`config.mk`:
```
export PLATFORM = sky130hd
export DESIGN_NAME = cc_stack_unit
export DESIGN_NICKNAME = d
export VERILOG_FILES = /design/src/rtl/cc_stack_unit.sv
export SDC_FILE = /design/constraint.sdc
export NUM_CORES = 1
export LEC_CHECK = 0
export CORE_ASPECT_RATIO = 1.4
export CORE_MARGIN = 3
export CORE_UTILIZATION = 40
export DETAILED_ROUTE_END_ITERATION = 10
export PLACE_DENSITY_LB_ADDON = 0.3
export SYNTH_ARGS = -nofsm -noshare
export SYNTH_HDL_FRONTEND = slang
export SYNTH_SLANG_ARGS = --single-unit
```
`constraint.sdc`:
```
create_clock -name Clk -period 2.13 [get_ports Clk]
set_input_delay 0.213 -clock Clk [delete_from_list [all_inputs] [get_ports Clk]]
set_output_delay 0.213 -clock Clk [all_outputs]
set_load 0.005 [all_outputs]
```
`src/rtl/cc_stack_unit.sv`:
```
// cc_stack_unit: condition-code unit for the SLC-3 datapath.
// Derives N/Z/P from the CPU bus. Holds the branch-enable register.
// Keeps a LIFO of saved NZP values, so that interrupt/trap entry can
// save the condition codes and the return path can restore them.
module cc_stack_unit #(
    parameter int WIDTH = 16,
    parameter int DEPTH = 4
) (
    input  logic                         Clk,
    input  logic                         Reset,
    input  logic                         Load,
    input  logic [WIDTH-1:0]             bus,
    input  logic                         LD_BEN,
    input  logic [2:0]                   IR_nzp,
    input  logic                         Push,
    input  logic                         Pop,
    input  logic                         Err_clr,
    output logic [2:0]                   NZP,
    output logic                         BEN,
    output logic                         Stack_full,
    output logic                         Stack_empty,
    output logic [$clog2(DEPTH+1)-1:0]   Stack_count,
    output logic                         Err
);

    localparam int CW = $clog2(DEPTH + 1);
    localparam int AW = (DEPTH > 1) ? $clog2(DEPTH) : 1;
    localparam logic [CW-1:0] FULL_COUNT = CW'(DEPTH);

    localparam logic [2:0] NZP_N = 3'b100;
    localparam logic [2:0] NZP_Z = 3'b010;
    localparam logic [2:0] NZP_P = 3'b001;

    logic [2:0]    r_nzp;
    logic          r_ben;
    logic [CW-1:0] r_count;
    logic          r_err;
    logic [2:0]    r_mem [DEPTH];

    logic [2:0]    w_decode;
    logic          w_full;
    logic          w_empty;
    logic          w_push_ok;
    logic          w_pop_ok;
    logic          w_illegal;
    logic [AW-1:0] w_wr_idx;
    logic [AW-1:0] w_rd_idx;

    assign w_full  = (r_count == FULL_COUNT);
    assign w_empty = (r_count == '0);

    // A push and a pop in the same cycle are treated as a conflict. So is
    // an overflow or an underflow. Any of these leaves the stack untouched.
    assign w_push_ok = Push && !Pop && !w_full;
    assign w_pop_ok  = Pop && !Push && !w_empty;
    assign w_illegal = (Push && Pop) || (Push && w_full) || (Pop && w_empty);

    // The write slot is the current count and the read slot is the one below it.
    // The truncation is safe, because the index is used only when the operation is legal.
    assign w_wr_idx = AW'(r_count);
    assign w_rd_idx = AW'(r_count - CW'(1));

    // Sign/zero decode of the bus value. Exactly one bit is set in the result.
    always_comb begin
        // NOTE: assign a default first, so every path drives w_decode and no latch is inferred.
        w_decode = NZP_P;
        if (bus == '0) begin
            w_decode = NZP_Z;
        end else if (bus[WIDTH-1]) begin
            w_decode = NZP_N;
        end
    end

    // Condition-code, branch-enable, stack-count and sticky-error state.
    always_ff @(posedge Clk or negedge Reset) begin
        if (!Reset) begin
            r_nzp   <= NZP_Z;
            r_ben   <= 1'b0;
            r_count <= '0;
            r_err   <= 1'b0;
        end else begin
            // NOTE: non-blocking assignments let BEN and the stack see the pre-edge NZP,
            // even when Load or Pop updates NZP on the same edge.
            if (LD_BEN) begin
                r_ben <= |(IR_nzp & r_nzp);
            end

            if (w_pop_ok) begin
                r_nzp <= r_mem[w_rd_idx];
            end else if (Load) begin
                r_nzp <= w_decode;
            end

            if (w_push_ok) begin
                r_count <= r_count + CW'(1);
            end else if (w_pop_ok) begin
                r_count <= r_count - CW'(1);
            end

            if (w_illegal) begin
                r_err <= 1'b1;
            end else if (Err_clr) begin
                r_err <= 1'b0;
            end
        end
    end

    // Saved-NZP storage. A push writes the NZP value held before this edge.
    always_ff @(posedge Clk) begin
        // NOTE: the storage has no reset. Slots at or above the count are never read,
        // so their contents after reset do not matter.
        if (w_push_ok) begin
            r_mem[w_wr_idx] <= r_nzp;
        end
    end

    assign NZP         = r_nzp;
    assign BEN         = r_ben;
    assign Err         = r_err;
    assign Stack_count = r_count;
    assign Stack_full  = w_full;
    assign Stack_empty = w_empty;

endmodule

```
== Word level (Yosys, flattened, before mapping) ==
Memories as Yosys holds them, arrays and structs flattened.
Index checks and enable logic that the tools add are counted.

* Bits in registers: 8
* Logic and storage cells: 38
* Output and inout bits: 10
* Memories kept: 1
* Bits in writable memories: 12

* Reduce and logical (&&, ||, !) cells: 19
* Muxes and demuxes: 10
* Bitwise operators: 1
* Equal/unequal tests: 1
* $add $sub $neg: 2

{| class="wikitable"
|+ Memories
! memory !! words !! width !! rd ports !! clocked after Yosys merged registers in !! wr ports !! line !! text
|-
| r_mem || 4 || 3 || 1 || 0 || 1 || 38 || <nowiki>logic [2:0] r_mem [DEPTH];</nowiki>
|}

{| class="wikitable"
|+ Operators by type and width
! cell !! number
|-
| 3-bit two-way mux || 6
|-
| 16-bit zero test || 1
|-
| 1-bit logical AND || 7
|-
| 2-bit nonzero test || 3
|-
| 1-bit zero test || 4
|-
| 1-bit two-way mux || 4
|-
| 3-bit by 1-bit adder with 3-bit output (second input constant) || 1
|-
| 3-bit bitwise AND || 1
|-
| 3-bit == test (second input constant) || 1
|-
| 3-bit zero test || 1
|-
| 3-bit OR reduction || 1
|-
| 3-bit by 1-bit subtractor with 3-bit output (second input constant) || 1
|-
| 1-bit logical OR || 2
|}

== Logic depth before layout (Yosys ltp) ==
* Depth in word-level cells: 5
* Depth in mapped cells: 7
* Depth with buffers taken out: 6

== Worst setup path before layout ==
Ideal clock, no wire load.

* Path type: reg-to-reg
* Start: register r_count[0] (netlist: Stack_count[0])
* End: register r_nzp[0] (netlist: NZP[0])
* Buffers on the path: 1
* Cell stages (with the launch flop): 8
* Arrival: 1.845 ns
* Setup slack: 0.167 ns
* Period minus slack after synthesis: 1.963 ns
* Path through: dfrtp_1 -> buf_6 -> inv_1 -> ha_1 -> ha_1 -> or3b_1 -> mux2_2 -> a21o_1

* Cells in the longest elaborated chain, start to end: 4
* Elaborated cells on any way between the ends: 7
* Classes of those cells: add/sub: 1; mux: 1; reduce/logical: 4; memory: 1

{| class="wikitable"
|+ RTL lines
! what !! line !! text
|-
| start, declared || 36 || <nowiki>logic [CW-1:0] r_count;</nowiki>
|-
| start signal, assigned || 95 || <nowiki>r_count <= r_count + CW'(1);</nowiki>
|-
| start signal, assigned || 97 || <nowiki>r_count <= r_count - CW'(1);</nowiki>
|-
| 3-bit zero test * || 50 || <nowiki>assign w_empty = (r_count == '0);</nowiki>
|-
| net Stack_empty || 21 || <nowiki>output logic Stack_empty,</nowiki>
|-
| 1-bit zero test * || 55 || <nowiki>assign w_pop_ok = Pop && !Push && !w_empty;</nowiki>
|-
| 1-bit logical AND * || 55 ||
|-
| 3-bit two-way mux / 2-bit nonzero test (equally long branches) || - ||
|-
| end signal, assigned || 89 || <nowiki>r_nzp <= r_mem[w_rd_idx];</nowiki>
|-
| end signal, assigned || 91 || <nowiki>r_nzp <= w_decode;</nowiki>
|-
| end, declared || 34 || <nowiki>logic [2:0] r_nzp;</nowiki>
|}

Mark *: on every way through the listed nets, which the timed path passes. The rest lies on a longest branch.
A chain may end at the register's enable or synchronous reset.

== Worst setup path after layout ==
* Start: register r_count[1] (netlist: Stack_count[1])
* End: output port Stack_empty

* Cells in the longest elaborated chain, start to end: 1

{| class="wikitable"
|+ RTL lines
! what !! line
|-
| 3-bit zero test || 50
|-
| end, declared || 21
|}

Every way passes these cells.

==> key figures <==
Floorplanning
  – Core Area: 2277 um2
  – Core Rows: 20
  – Die H: 65.01 um
  – Die area: 3130 um2
  – Die width: 48.15 um
  – Starting Density: 43.68%
  – I/O pins: 36

Synth
  – Share of the synthesized area in the top cell type: 36.23%
  – Yosys reg bits: 20
  – Sequential area share after synthesis: 56.48%
  – Post-synth top area cell: edfxtp_1
  – Synth cell types: 32
  – Syn_area_per_cell: 13.63 um2
  – Post-Synthesis Cell Area: 994.7 um2
  – Syn Nets: 105
  – Ys Warns: 0
  – Cells after synthesis: 73
  – Synth top area cells: edfxtp_1, dfrtp_1, ha_1

Clocking
  – Clock tree buffer depth: 2
  – Clock latency on the worst-skew pair: 0.29 ns
  – Htree depth: 1
  – Clock Sinks: 20
  – Clock-pin slew on the worst setup and hold paths: 0.11 ns
  – Root buffer cell: clkbuf_4
  – Post-CTS Setup Bufs: 0
  – Post-CTS Hold Fix Bufs: 0
  – Post-cts sizing count: 0
  – Clock tree from TritonCTS: built
  – TritonCTS Buffers: 3

Finish
  – Nets: 147
  – Finished Core Util: 63.79%
  – Synthesis-to-finish area growth: 46.04%
  – Diode count: 0
  – Share of cells above drive strength 1: 10.53%
  – # fillers: 183
  – Non-filler cells, final: 147

Routing
  – Final routed DRC violation total: 0
  – Mean routed wirelength per cell: 16.26 um
  – DR iter-0 viols: 29
  – Met3 Routed Length: 87 um
  – Post-route antenna net violation count: 0
  – Met2 Wirelength: 1.346 mm
  – Met1 Wirelength: 939 um
  – Top layer in use: met4
  – Drt first pass iters: 4
  – Vias per cell: 5.204
  – Final WL: 2.390 mm
  – DR vias: 765

Power and ir drop
  – P per Cell Area: 1112 nW/um2
  – Leakage: 0.5845 nW
  – Overall power: 1.615 mW
  – Max VDD drop: 747.7 uV

STA
  – Final Slew Violations: 0
  – Min Hold Slack: 0.2150 ns
  – Worst Tran Pin Value: 0.4401 ns
  – # setup viols final: 0
  – Setup TNS: 0 ns
  – Max frequency: 0.4989 GHz
  – Final hold violations: 0
  – Shortest period the worst path allows: 2.004 ns
  – Skew final: 0.004894 ns
  – RSZ-0062 raised after global routing: no
  – Share of the clock period used by the worst path: 94.11%
  – Slew margin rel.: 70.57%

Setup path
  – Crit. End Element: output port
  – Data required time at the worst endpoint: 1.92 ns
  – Worst EP arrival: 1.79 ns
  – Crit path from: Stack_count[1]
  – Worst-path cell chain: inv_1, ha_1, ha_1, clkdlybuf4s50_1
  – CP max FO: 4
  – FF-to-FF Start: Stack_count[1]
  – Worst setup endpoint: Stack_empty
  – Buf/Inv on CP: 2
  – R2R depth: 6
  – CP peak stage delay: 0.53 ns
  – Worst Setup Start Kind: register
  – Delay-heaviest family, CP: buffers and inverters
  – Crit Path Class: register to output port
  – Slowest-stage cell, CP: clkdlybuf4s50_1
  – Most frequent CP cell: ha_1
  – RR Endpoint: NZP[0]
  – Stages on the worst setup path: 4
  – Worst reg2reg setup slack: 0.22 ns

GRT
  – GRT Total Usage: 17.15%
  – Gr ovfl total: 0
  – Vias in the first global route: 781
  – Largest net degree at the start of global routing: 13
  – Initial antenna violation count: 0
  – First-pass GRT wire length: 3.767 mm

Placement
  – IO Port Bufs: 35
  – Placed wire-length estimate: 1.928 mm
  – Placed insts: 143
  – GP Congestion: 0.8573

Job
  – Max Cap Viol: 0

Run status
  – Status: finished, final reports clean

Worst hold path
  – Worst hold path type: input pin to asynchronous set/reset pin
per-stage QoR:
step | cell area (um2) | setup slack, ns
finish | 1453 | 0.1255
floorplan | 994.7 | 0.1671
global route | 1453 | 0.008141
global placement | 1398 | 0.2971
detailed placement | 1398 | 0.2405
CTS | 1450 | 0.09933
cell usage in the layout (no fill, tap or decap), types with 2 or more instances in the layout:
| cell type | instances |
|---|---|
| dfrtp_1 | 7 |
| nor4_1 | 4 |
| clkdlybuf4s50_1 | 35 |
| clkbuf_4 | 3 |
| buf_4 | 3 |
| ha_1 | 6 |
| edfxtp_1 | 12 |
| nor2b_1 | 2 |
| mux4_1 | 2 |
| nand4_1 | 2 |
| a21oi_1 | 2 |
| nor2_1 | 4 |
| inv_1 | 5 |
| nand2_1 | 2 |
| and3_1 | 4 |
power by group:
| part | leakage, nW | internal, mW | switching [mW] | total [mW] |
|---|---|---|---|---|
| Combinational | 0.355 | 0.397 | 0.311 | 0.709 |
| Clock | 0.0279 | 0.190 | 0.113 | 0.303 |
| Sequential | 0.201 | 0.528 | 0.0758 | 0.603 |
| Total | 0.584 | 1.12 | 0.500 | 1.62 |
metal layers:
layer	GRT usage [%]	vias to the layer above
li1	-	368
met1	23.20	379
met2	27.61	16
met3	2.778	2
met4	4.040	0
met5	0	-
sequential cells by signal, indices dropped and copies added, names as in the netlist:
register / count
r_mem: 12
Stack_count: 3
BEN: 1
NZP: 3
Err: 1
synth_stat cells:
library cell  instances
o22ai_1               1
mux4_2                1
o21ai_0               1
a222oi_1              1
or3b_1                1
inv_1                 5
nor3_1                1
and3_1                4
a31oi_1               1
a221oi_1              1
xnor2_1               1
dfstp_2               1
ha_1                  6
edfxtp_1             12
a21oi_1               2
nand4_1               2
a21o_1                1
and2_1                1
nand2_1               3
nor3b_2               1
dfrtp_1               7
nor2_1                4
nor2b_1               2
buf_6                 1
a311oi_1              1
mux2i_1               1
nor3b_1               1
mux2_2                1
o311a_1               1
nor4_1                4
mux4_1                2
a211o_1               1
logic make-up (layout without fill, tap and decap cells):
logic type / count (synthesis) / count (layout) / share of synthesized area (%)
muxes: 5 / 5 / 9.685
adders and majority gates: 6 / 6 / 7.547
and+or+nand+nor: 24 / 24 / 14.21
buffers and inverters: 6 / 47 / 3.019
DFF: 20 / 20 / 56.48
AOI/OAI and AO/OA: 11 / 11 / 8.177
xor gates and xnor gates: 1 / 1 / 0.8807
cell type report:
type | instances | area (um2) | area share [%]
well taps | 33 | 41.29 | 2.842
clock inverters | 1 | 30.03 | 2.067
multi-input cells | 47 | 405.4 | 27.91
clock buffers | 3 | 22.52 | 1.550
repair buffers | 38 | 372.9 | 25.67
flip-flops and latches | 20 | 561.8 | 38.67
inverters | 5 | 18.77 | 1.292
worst min-delay path by stage:
stage | end | slack [ns] | cells after the start
floorplan | BEN | -0.08 | 0
global placement | Err | 0.51 | 2
detailed placement | Err | 0.53 | 2
CTS | Stack_count[1] | 0.21 | 1
global route | BEN | 0.21 | 1
finish | Stack_count[1] | 0.21 | 1
(Power assumes the default switching activity.)
